==> config.mk <==
export PLATFORM = sky130hd
export DESIGN_NAME = ushift_burst_reg_flat
export DESIGN_NICKNAME = d
export VERILOG_FILES = /design/src/rtl/ushift_pkg.sv /design/src/rtl/ushift_burst_reg_if.sv /design/src/rtl/ushift_step.sv /design/src/rtl/ushift_burst_reg.sv /design/src/flat_wrapper.sv
export SDC_FILE = /design/constraint.sdc
export NUM_CORES = 1
export LEC_CHECK = 0
export ABC_AREA = 0
export CAP_MARGIN = 20
export CORE_AREA = 3 3 60 62
export CTS_CLUSTER_DIAMETER = 80
export DETAILED_ROUTE_END_ITERATION = 10
export DIE_AREA = 0 0 63 65
export PLACE_DENSITY = 0.76
export SETUP_SLACK_MARGIN = 0.05
export SLEW_MARGIN = 40
export SYNTH_ARGS = -nofsm -noshare
export SYNTH_HDL_FRONTEND = slang
export SYNTH_SLANG_ARGS = --single-unit
==> constraint.sdc <==
create_clock -name clk -period 1.65 [get_ports clk]
set_input_delay 0.33 -clock clk [delete_from_list [all_inputs] [get_ports clk]]
set_output_delay 0.33 -clock clk [all_outputs]
set_load 0.03 [all_outputs]
==> src/rtl/ushift_pkg.sv <==
// ---------------------------------------------------------------------------
// ushift_pkg
// Shared types for the universal burst shift register slice.
//   ushift_op_t    : 3-bit operation code (HOLD .. CLR)
//   ushift_state_t : burst sequencer state (IDLE, BURST)
//   isSingleOp     : ops that make no sense to repeat, so a burst of them
//                    collapses to a single step
// ---------------------------------------------------------------------------
package ushift_pkg;

   typedef enum logic [2:0] {
      OP_HOLD = 3'd0,
      OP_SHL  = 3'd1,
      OP_SHR  = 3'd2,
      OP_ROL  = 3'd3,
      OP_ROR  = 3'd4,
      OP_ASR  = 3'd5,
      OP_LOAD = 3'd6,
      OP_CLR  = 3'd7
   } ushift_op_t;

   typedef enum logic {
      ST_IDLE  = 1'b0,
      ST_BURST = 1'b1
   } ushift_state_t;

   // Repeating HOLD, LOAD or CLR gives the same result as doing it once,
   // so a burst of one of these is shortened to a single step.
   function automatic logic isSingleOp(ushift_op_t op);
      return (op == OP_HOLD) || (op == OP_LOAD) || (op == OP_CLR);
   endfunction

endpackage

==> src/rtl/ushift_burst_reg_if.sv <==
// ---------------------------------------------------------------------------
// ushift_burst_reg_if
// Bundles the control, data and status signals of ushift_burst_reg.
//   en, op, sin_l, sin_r, pdata, start, cnt : driven by the master
//   out, sout_l, sout_r, busy, done         : driven by the slave (the register)
//   parity                                  : only when USHIFT_PARITY_EN is defined
// Modports: master (user of the register), slave (the register itself).
// ---------------------------------------------------------------------------
interface ushift_burst_reg_if #(
   parameter int WIDTH = 8,
   parameter int CNT_W = 4
);

   logic             en;
   logic [2:0]       op;
   logic             sin_l;
   logic             sin_r;
   logic [WIDTH-1:0] pdata;
   logic             start;
   logic [CNT_W-1:0] cnt;
   logic [WIDTH-1:0] out;
   logic             sout_l;
   logic             sout_r;
   logic             busy;
   logic             done;
`ifdef USHIFT_PARITY_EN
   logic             parity;
`endif

`ifdef USHIFT_PARITY_EN
   modport master (
      output en, op, sin_l, sin_r, pdata, start, cnt,
      input  out, sout_l, sout_r, busy, done, parity
   );

   modport slave (
      input  en, op, sin_l, sin_r, pdata, start, cnt,
      output out, sout_l, sout_r, busy, done, parity
   );
`else
   modport master (
      output en, op, sin_l, sin_r, pdata, start, cnt,
      input  out, sout_l, sout_r, busy, done
   );

   modport slave (
      input  en, op, sin_l, sin_r, pdata, start, cnt,
      output out, sout_l, sout_r, busy, done
   );
`endif

endinterface

==> src/rtl/ushift_step.sv <==
// ---------------------------------------------------------------------------
// ushift_step
// Purely combinational next-value function of the shift register.
// Ports:
//   cur   in  WIDTH  current register contents
//   op    in  3      operation to apply (ushift_op_t)
//   sin_l in  1      serial bit shifted in at the MSB end (SHR)
//   sin_r in  1      serial bit shifted in at the LSB end (SHL)
//   pdata in  WIDTH  parallel load value (LOAD)
//   nxt   out WIDTH  value the register takes if this op is applied
// ---------------------------------------------------------------------------
module ushift_step
   import ushift_pkg::*;
#(
   parameter int WIDTH = 8
) (
   input  logic [WIDTH-1:0] cur,
   input  ushift_op_t       op,
   input  logic             sin_l,
   input  logic             sin_r,
   input  logic [WIDTH-1:0] pdata,
   output logic [WIDTH-1:0] nxt
);

   // One case arm per operation; anything unexpected simply holds.
   always_comb begin
      nxt = cur;
      case (op)
         OP_HOLD: nxt = cur;
         OP_SHL:  nxt = {cur[WIDTH-2:0], sin_r};
         OP_SHR:  nxt = {sin_l, cur[WIDTH-1:1]};
         OP_ROL:  nxt = {cur[WIDTH-2:0], cur[WIDTH-1]};
         OP_ROR:  nxt = {cur[0], cur[WIDTH-1:1]};
         OP_ASR:  nxt = {cur[WIDTH-1], cur[WIDTH-1:1]};
         OP_LOAD: nxt = pdata;
         OP_CLR:  nxt = '0;
         default: nxt = cur;
      endcase
   end

endmodule

==> src/rtl/ushift_burst_reg.sv <==
// ---------------------------------------------------------------------------
// ushift_burst_reg
// Universal shift register with a multi-cycle burst mode: one start request
// repeats a shift op cnt times while busy is high, then pulses done.
// Ports:
//   clk  in  1   rising-edge clock
//   rst  in  1   synchronous active-high reset
//   bus  slave modport of ushift_burst_reg_if:
//        en, op, sin_l, sin_r, pdata, start, cnt  (inputs)
//        out, sout_l, sout_r, busy, done          (outputs)
//        parity (output, only with USHIFT_PARITY_EN defined): registered
//        XOR reduction of the value loaded into out on the same edge
// Optional feature macro: USHIFT_PARITY_EN
// ---------------------------------------------------------------------------
module ushift_burst_reg
   import ushift_pkg::*;
#(
   parameter int WIDTH = 8,
   parameter int CNT_W = 4
) (
   input logic                clk,
   input logic                rst,
   ushift_burst_reg_if.slave  bus
);

   ushift_state_t    state, stateNext;
   logic [WIDTH-1:0] regOut, outNext;
   ushift_op_t       opLat, opLatNext;
   logic [WIDTH-1:0] pdataLat, pdataLatNext;
   logic [CNT_W-1:0] left, leftNext;
   logic             doneReg, doneNext;
   ushift_op_t       stepOp;
   logic [WIDTH-1:0] stepPdata;
   logic [WIDTH-1:0] stepVal;

   // In IDLE the live op/pdata drive the datapath (single-step mode);
   // during a burst the values captured with start are used instead,
   // while the serial inputs always stay live.
   always_comb begin
      stepOp    = ushift_op_t'(bus.op);
      stepPdata = bus.pdata;
      if (state == ST_BURST) begin
         stepOp    = opLat;
         stepPdata = pdataLat;
      end
   end

   ushift_step #(.WIDTH(WIDTH)) u_step (
      .cur   (regOut),
      .op    (stepOp),
      .sin_l (bus.sin_l),
      .sin_r (bus.sin_r),
      .pdata (stepPdata),
      .nxt   (stepVal)
   );

   // Next-state logic. With en low every register keeps its value, which
   // also freezes a pending done pulse. A start edge only captures op/cnt;
   // the first shift of a burst happens on the following enabled edge.
   always_comb begin
      stateNext    = state;
      outNext      = regOut;
      opLatNext    = opLat;
      pdataLatNext = pdataLat;
      leftNext     = left;
      doneNext     = doneReg;
      if (bus.en) begin
         case (state)
            ST_IDLE: begin
               doneNext = 1'b0;
               if (bus.start) begin
                  if (bus.cnt == '0) begin
                     doneNext = 1'b1;
                  end else begin
                     opLatNext    = ushift_op_t'(bus.op);
                     pdataLatNext = bus.pdata;
                     leftNext     = isSingleOp(ushift_op_t'(bus.op)) ? CNT_W'(1) : bus.cnt;
                     stateNext    = ST_BURST;
                  end
               end else begin
                  outNext = stepVal;
               end
            end
            ST_BURST: begin
               outNext  = stepVal;
               leftNext = left - CNT_W'(1);
               if (left == CNT_W'(1)) begin
                  stateNext = ST_IDLE;
                  doneNext  = 1'b1;
               end
            end
            default: stateNext = ST_IDLE;
         endcase
      end
   end

   // State and datapath registers; reset wins over everything, including
   // an in-flight burst, and leaves no done pulse behind.
   always_ff @(posedge clk) begin
      if (rst) begin
         state    <= ST_IDLE;
         regOut   <= '0;
         opLat    <= OP_HOLD;
         pdataLat <= '0;
         left     <= '0;
         doneReg  <= 1'b0;
      end else begin
         state    <= stateNext;
         regOut   <= outNext;
         opLat    <= opLatNext;
         pdataLat <= pdataLatNext;
         left     <= leftNext;
         doneReg  <= doneNext;
      end
   end

`ifdef USHIFT_PARITY_EN
   logic parityReg;

   // Parity tracks the value being written into out, so it is valid in the
   // same cycle as the new contents rather than one cycle behind.
   always_ff @(posedge clk) begin
      if (rst) begin
         parityReg <= 1'b0;
      end else begin
         parityReg <= ^outNext;
      end
   end

   assign bus.parity = parityReg;
`endif

   assign bus.out    = regOut;
   assign bus.sout_l = regOut[WIDTH-1];
   assign bus.sout_r = regOut[0];
   assign bus.busy   = (state == ST_BURST);
   assign bus.done   = doneReg;

endmodule

==> src/flat_wrapper.sv <==
// flat-port wrapper written by rule: the top's interface ports become plain ports
module ushift_burst_reg_flat import ushift_pkg::*;
#(
   parameter int WIDTH = 8,
   parameter int CNT_W = 4
)
  (clk, rst, bus_en, bus_op, bus_sin_l, bus_sin_r, bus_pdata, bus_start, bus_cnt, bus_out, bus_sout_l, bus_sout_r, bus_busy, bus_done);
  ushift_burst_reg_if #(.WIDTH(WIDTH), .CNT_W(CNT_W)) bus_i ();
  input logic clk;
  input logic rst;
  input wire logic [$bits(bus_i.en)-1:0] bus_en;
  input wire logic [$bits(bus_i.op)-1:0] bus_op;
  input wire logic [$bits(bus_i.sin_l)-1:0] bus_sin_l;
  input wire logic [$bits(bus_i.sin_r)-1:0] bus_sin_r;
  input wire logic [$bits(bus_i.pdata)-1:0] bus_pdata;
  input wire logic [$bits(bus_i.start)-1:0] bus_start;
  input wire logic [$bits(bus_i.cnt)-1:0] bus_cnt;
  output wire logic [$bits(bus_i.out)-1:0] bus_out;
  output wire logic [$bits(bus_i.sout_l)-1:0] bus_sout_l;
  output wire logic [$bits(bus_i.sout_r)-1:0] bus_sout_r;
  output wire logic [$bits(bus_i.busy)-1:0] bus_busy;
  output wire logic [$bits(bus_i.done)-1:0] bus_done;
  assign bus_i.en = bus_en;
  assign bus_i.op = bus_op;
  assign bus_i.sin_l = bus_sin_l;
  assign bus_i.sin_r = bus_sin_r;
  assign bus_i.pdata = bus_pdata;
  assign bus_i.start = bus_start;
  assign bus_i.cnt = bus_cnt;
  assign bus_out = bus_i.out;
  assign bus_sout_l = bus_i.sout_l;
  assign bus_sout_r = bus_i.sout_r;
  assign bus_busy = bus_i.busy;
  assign bus_done = bus_i.done;
  ushift_burst_reg #(.WIDTH(WIDTH), .CNT_W(CNT_W)) u_core (.clk(clk), .rst(rst), .bus(bus_i));
endmodule
# Yosys cells after proc, flatten, opt, wreduce, memory -nomap -nowiden
# Index checks and enable logic that the tools add are counted.
[totals]
regBits = 25
in_bits = 21
output_inout_bits = 12
elab_cells = 49
[op_classes]
addsub = 1
eq_ne = 14
mux = 17
bitwise = 2
reduce_logical = 9
[op_table]
columns = ["cell", "count"]
rows = [
  ["one-hot mux 8 bit (8 select lines)", 1],
  ["== test 3 bit, second input constant", 6],
  ["two-way mux 8 bit", 2],
  ["one-hot mux 8 bit (2 select lines)", 1],
  ["two-way mux 4 bit", 3],
  ["!= test 2 bit, second input constant", 4],
  ["one-hot mux 4 bit (2 select lines)", 1],
  ["== test 3 x 2 -> 1 bit, second input constant", 2],
  ["zero test 3 bit", 2],
  ["two-way mux 1 bit", 6],
  ["== test 4 x 1 -> 1 bit, second input constant", 1],
  ["zero test 4 bit", 1],
  ["one-hot mux 1 bit (2 select lines)", 2],
  ["AND reduction 2 bit", 2],
  ["AND reduction 4 bit", 1],
  ["subtractor 4 x 1 -> 4 bit, second input constant", 1],
  ["== test 3 x 1 -> 1 bit, second input constant", 1],
  ["two-way mux 3 bit", 1],
  ["AND reduction 3 bit", 1],
  ["logical OR 1 bit", 2],
  ["NOT 1 bit", 2],
]

# Logic depth before layout (Yosys ltp)
[depth]
ltp_word = 7
depth_mapped = 6
mapped_depth_nobuf = 6

# Cells and area by module
# From an unflattened synthesis, not the netlist that was laid out.
[hier_totals]
hier_cells = 175
hier_area_um2 = 1630.3
[modules_own_cells]
columns = ["module", "instances", "cells_each", "area_each_um2", "seq_area_each_um2"]
rows = [
  ["ushift_burst_reg", 1, 122, 1223.7, 500.5],
  ["ushift_step", 1, 53, 406.6, 0.0],
]

# Worst setup path after synthesis
# No wires, ideal clock.
[synth_timing]
kind = "register to register"
from = "reg u_core.state (netlist: u_core.bus.busy)"
to = "reg u_core.regOut[6] (netlist: u_core.bus.out[6])"
setup_time_ns = 0.091
arrival_time_ns = 1.660
required_time_ns = 1.559
setup_slack_ns = -0.101
path_stages_with_launch = 6
path_buffers = 1
period_less_slack_ns = 1.751
path_cell_list = "dfxtp_1 buf_6 mux2_2 nor2_1 o21ai_0 a311oi_1"
[synth_between]
elab_chain_cells = 5
elab_cells_between_ends = 16
cone_classes = "eq/ne: 8; mux: 5; bitwise: 1; reduce/logical: 2"
[synth_rtl]
columns = ["element", "line", "text"]
rows = [
  ["from (decl)", "ushift_burst_reg.sv:26", "ushift_state_t state, stateNext;"],
  ["from (signal assigned)", "ushift_burst_reg.sv:108", "state <= stateNext;"],
  ["two-way mux 3 bit", "ushift_burst_reg.sv:42", "if (state == ST_BURST) begin"],
  ["== test 3 bit, or another cell as far along", "ushift_step.sv:28", "case (op)"],
  ["one-hot mux 8 bit (8 select lines)", "ushift_step.sv:28", ""],
  ["two-way mux 8 bit", "ushift_burst_reg.sv:71", "if (bus.start) begin"],
  ["one-hot mux 8 bit (2 select lines)", "ushift_burst_reg.sv:68", "case (state)"],
  ["to (signal assigned)", "ushift_burst_reg.sv:109", "regOut <= outNext;"],
  ["to (decl)", "ushift_burst_reg.sv:27", "logic [WIDTH-1:0] regOut, outNext;"],
]
# Parallel ways exist; a longest one is shown, timed or not. The select of a mux whose other input is x is not followed.
# A chain may end at the register's enable or synchronous reset.

# Worst setup path after layout
[layout_timing]
from = "in bus_op[1]"
to = "reg u_core.regOut[6] (netlist: u_core.bus.out[6])"
[layout_between]
elab_chain_cells = 5
elab_cells_between_ends = 12
cone_classes = "eq/ne: 7; mux: 4; reduce/logical: 1"
[layout_rtl]
columns = ["element", "line", "text"]
rows = [
  ["from (decl)", "flat_wrapper.sv:12", "input wire logic [$bits(bus_i.op)-1:0] bus_op;"],
  ["two-way mux 3 bit (*)", "ushift_burst_reg.sv:42", ""],
  ["== test 3 bit, or another cell as far along", "ushift_step.sv:28", ""],
  ["one-hot mux 8 bit (8 select lines) (*)", "ushift_step.sv:28", ""],
  ["two-way mux 8 bit", "ushift_burst_reg.sv:71", ""],
  ["one-hot mux 8 bit (2 select lines) (*)", "ushift_burst_reg.sv:68", ""],
]
# Mark *: on every way between the ends. The rest lies on a longest branch, timed or not. The select of a mux whose other input is x is not followed.

==> reports/metrics.csv <==
stage,metric,value,unit
yosys,synth-seq-area-share,0.319,
yosys,synth_area_leaders,"dfxtp_1 (32%), mux2i_1 (8.9%), nor2_1 (5.7%), a221oi_1 (4.5%), a211oi_1 (4.3%)",
clock_tree,cts_max_path_buffers,2,
yosys,synthSimpleGateAreaFrac,0.153,
yosys,muxShareOfSynthArea,0.122,
floorplanning,start_util,0.510,
yosys,ys_types,41,
yosys,synth.avg_cell_area,8.53,um2
power_and_ir_drop,p_int,1.02,mW
layout,fin_nets,269,
route,ant_nets,0,
route,drtPass1Iterations,4,
layout,n_antenna_cell,0,
timing,period_needed,1.62,ns
clock_tree,clkTransAtPathRegs,0.15,ns
layout,fill_cells,239,
setup_path,worst-path-max-fanout,7,
timing,slew_violations,0,
yosys,yosys.area.top_type,dfxtp_1,
yosys,synth.top_cell.area_share,0.319,
timing,fin_skew,0.00321,ns
clock_tree,worstSkewPairLatency,0.33,ns
timing,worst_pin_slew,0.480,ns
floorplanning,row_count,20,
power_and_ir_drop,clockPowerShare,0.186,
yosys,syn_inst,184,
yosys,synth_area,0.00157,mm2
layout,drive_gt1_frac,0.282,
floorplanning,die_area,0.00410,mm2
power_and_ir_drop,leakagePower,0.923,nW
placement,hpwlAfterDp,3480,um
min_path,hold_path.class,reg -> reg,
power_and_ir_drop,ir_worst_vdd,0.000495,V
setup_path,r2r-start,u_core.bus.busy,
timing,fin_setup_tns,0,ns
power_and_ir_drop,p_seq_frac,0.439,
clock_tree,cts_hold_buf,0,
route,via_count,1729,
timing,fmax,617,MHz
grt,grt_start_max_net_pins,16,
setup_path,crit_start,bus_op[1],
setup_path,critical_path_arrival,1.86,ns
clock_tree,cts_tree,yes,
setup_path,regToRegSetupSlack,0.04,ns
power_and_ir_drop,switchingPower,0.557,mW
layout,syn_to_final_growth,47.8,%
grt,first_global_vias,1739,
setup_path,worstSetupPathType,in -> reg,
power_and_ir_drop,p_sw_frac,0.353,
yosys,synth_xor_area_frac,0.0112,
layout,mostFrequentLayoutCells,"buf_4 (32), dfxtp_1 (23), nor2_1 (22), clkdlybuf4s50_1 (18), mux2i_1 (14)",
route,drt_iter0_drc,97,
min_path,hold_start,u_core.bus.done,
timing,rsz0062_at_grt,true,
route,wl_per_cell,17.3,um
yosys,synth_adder_area_share,0.0159,
clock_tree,cts_root_buf,clkbuf_4,
yosys,synth_compound_area_frac,0.304,
route,drc,0,
yosys,yosys_warnings,0,
floorplanning,io_pins,33,
timing,hold_viol,0,
clock_tree,cts_sinks,25,
yosys,synth.ff_latch_count,25,
timing,maxSlewHeadroom,0.677,
power_and_ir_drop,comb_power_share,0.374,
clock_tree,cts_buffers,3,
layout,finalNonFillerCells,289,
setup_path,cp-start-kind,input pin,
grt,antenna_found_initial,0,
route,wirelength,5000,um
timing,post-route-period-util,0.983,
power_and_ir_drop,power.density,681,mW/mm2
placement,routabilityCongestion,0.851,
grt,grt_pass1_wl,8110,um
layout,final_core_util,0.753,
placement,place_inst,282,
clock_tree,cts.htree.levels,1,
floorplanning,core,0.00308,mm2
layout,mostFrequentLayoutCell,buf_4,
placement,port_buffers,32,
flow_run,drv_cap,0,
timing,setup_viol,0,
grt,track_usage,0.248,
grt,overflow,0,
floorplanning,dieWidth,63,um
setup_path,crit_required,1.89,ns
setup_path,endpoint_kind,register,
yosys,syn_nets,207,
floorplanning,die_h,65,um
status,status,"complete, no violations",
yosys,synth_top_family_by_area,compound AO/OA/AOI/OAI gates,
route,viasPerCell,5.98,
-- through the flow --
step	hold slack, ns	area [um2]	worst slack [ns]	total power, mW
after floorplan	0.460	1570	0.0667	1.00
after global placement	0.475	2160	-0.287	1.22
after detailed placement	0.482	2160	-0.416	1.24
after CTS	0.499	2210	0.0245	1.53
after global routing	0.515	2320	-0.0291	1.66
final	0.495	2320	0.0284	1.58
-- routing by layer --
| layer | track usage | vias up | wire length (um) |
|---|---|---|---|
| li1 | - | 830 | - |
| met1 | 0.263 | 825 | 2020 |
| met2 | 0.486 | 57 | 2610 |
| met3 | 0.0381 | 17 | 232 |
| met4 | 0.0909 | 0 | 141 |
| met5 | 0 | - | 0 |
-- kinds of logic after synthesis --
kind of cell	Yosys count
XOR/XNOR	2
multiplexers	18
adder cells (fa/ha/maj)	2
AND/OR/NAND/NOR	50
AO/OA/AOI/OAI	63
buffers and inverters	24
flip-flops	25
-- worst max-delay path: stages --
cell and delay (ns):
clkdlybuf4s50_1 0.45, buf_4 0.19, nor2_1 0.09, buf_4 0.15, a211oi_1 0.05, a211o_1 0.28
a311oi_1 0.31
-- sequential cells by signal, summed over array words and instances, names as in the netlist --
register,cells
u_core.bus.busy,1
u_core.opLat,3
u_core.bus.done,1
u_core.pdataLat,8
u_core.bus.out,8
u_core.left,4
-- power by group through the flow --
stage / clock, mW / sequential [mW] / combinational [mW]
2_1_floorplan: 0 / 0.728 / 0.274
3_5_place_dp: 0 / 0.705 / 0.540
3_3_place_gp: 0 / 0.701 / 0.523
6_report: 0.294 / 0.693 / 0.591
4_1_cts: 0.297 / 0.689 / 0.543
5_1_grt: 0.322 / 0.698 / 0.637
-- final timing paths --
kind                  endpoint  cells after the start
min reg2reg    u_core.bus.done                      2
max reg2reg  u_core.bus.out[6]                      6
max          u_core.bus.out[6]                      7
min            u_core.bus.done                      2
-- repair_timing --
| item | in CTS | in global routing |
|---|---|---|
| setup buffers | 2 | 1 |
| hold endpoints to repair | 0 | 0 |
| endpoints found under the setup margin | 19 | 26 |
| pin swaps | 7 | 6 |
| gates resized for setup | 23 | 29 |
-- synth_stat cells --
cell and count:
buf_4 4, nand3_1 1, a21oi_1 12, o41a_1 1, xor2_1 1, nand2_1 6, a311oi_1 6, mux2i_2 1
nor4_1 4, o21ai_1 3, buf_6 1, o21a_1 2, o21ai_0 7, a211o_1 6, nor2_1 24, a31oi_1 1
mux2i_1 14, dfxtp_1 25, inv_1 11, a221oi_1 8, nor3_4 1, buf_1 1, a2111oi_4 1, o311a_1 1
a221o_1 2, nand2b_1 1, buf_2 4, o22ai_1 1, nor3_1 10, nand3b_1 1, clkbuf_1 3, nor4b_1 1
xnor2_1 1, mux2_2 2, or3b_2 1, a211oi_1 9, o2bb2ai_1 1, o221ai_1 1, mux2_4 1, o211a_1 1
ha_1 2
-- area by class of cell --
type	instances	area, um2	area share
repair buffers	70	629	0.271
clock inverters	1	7.51	0.00324
inverters	11	41.3	0.0178
clock buffers	3	22.5	0.00971
multi-input cells	135	1060	0.456
flip-flops and latches	25	505	0.218
well taps	44	55.1	0.0237
(Power assumes the default switching activity.)
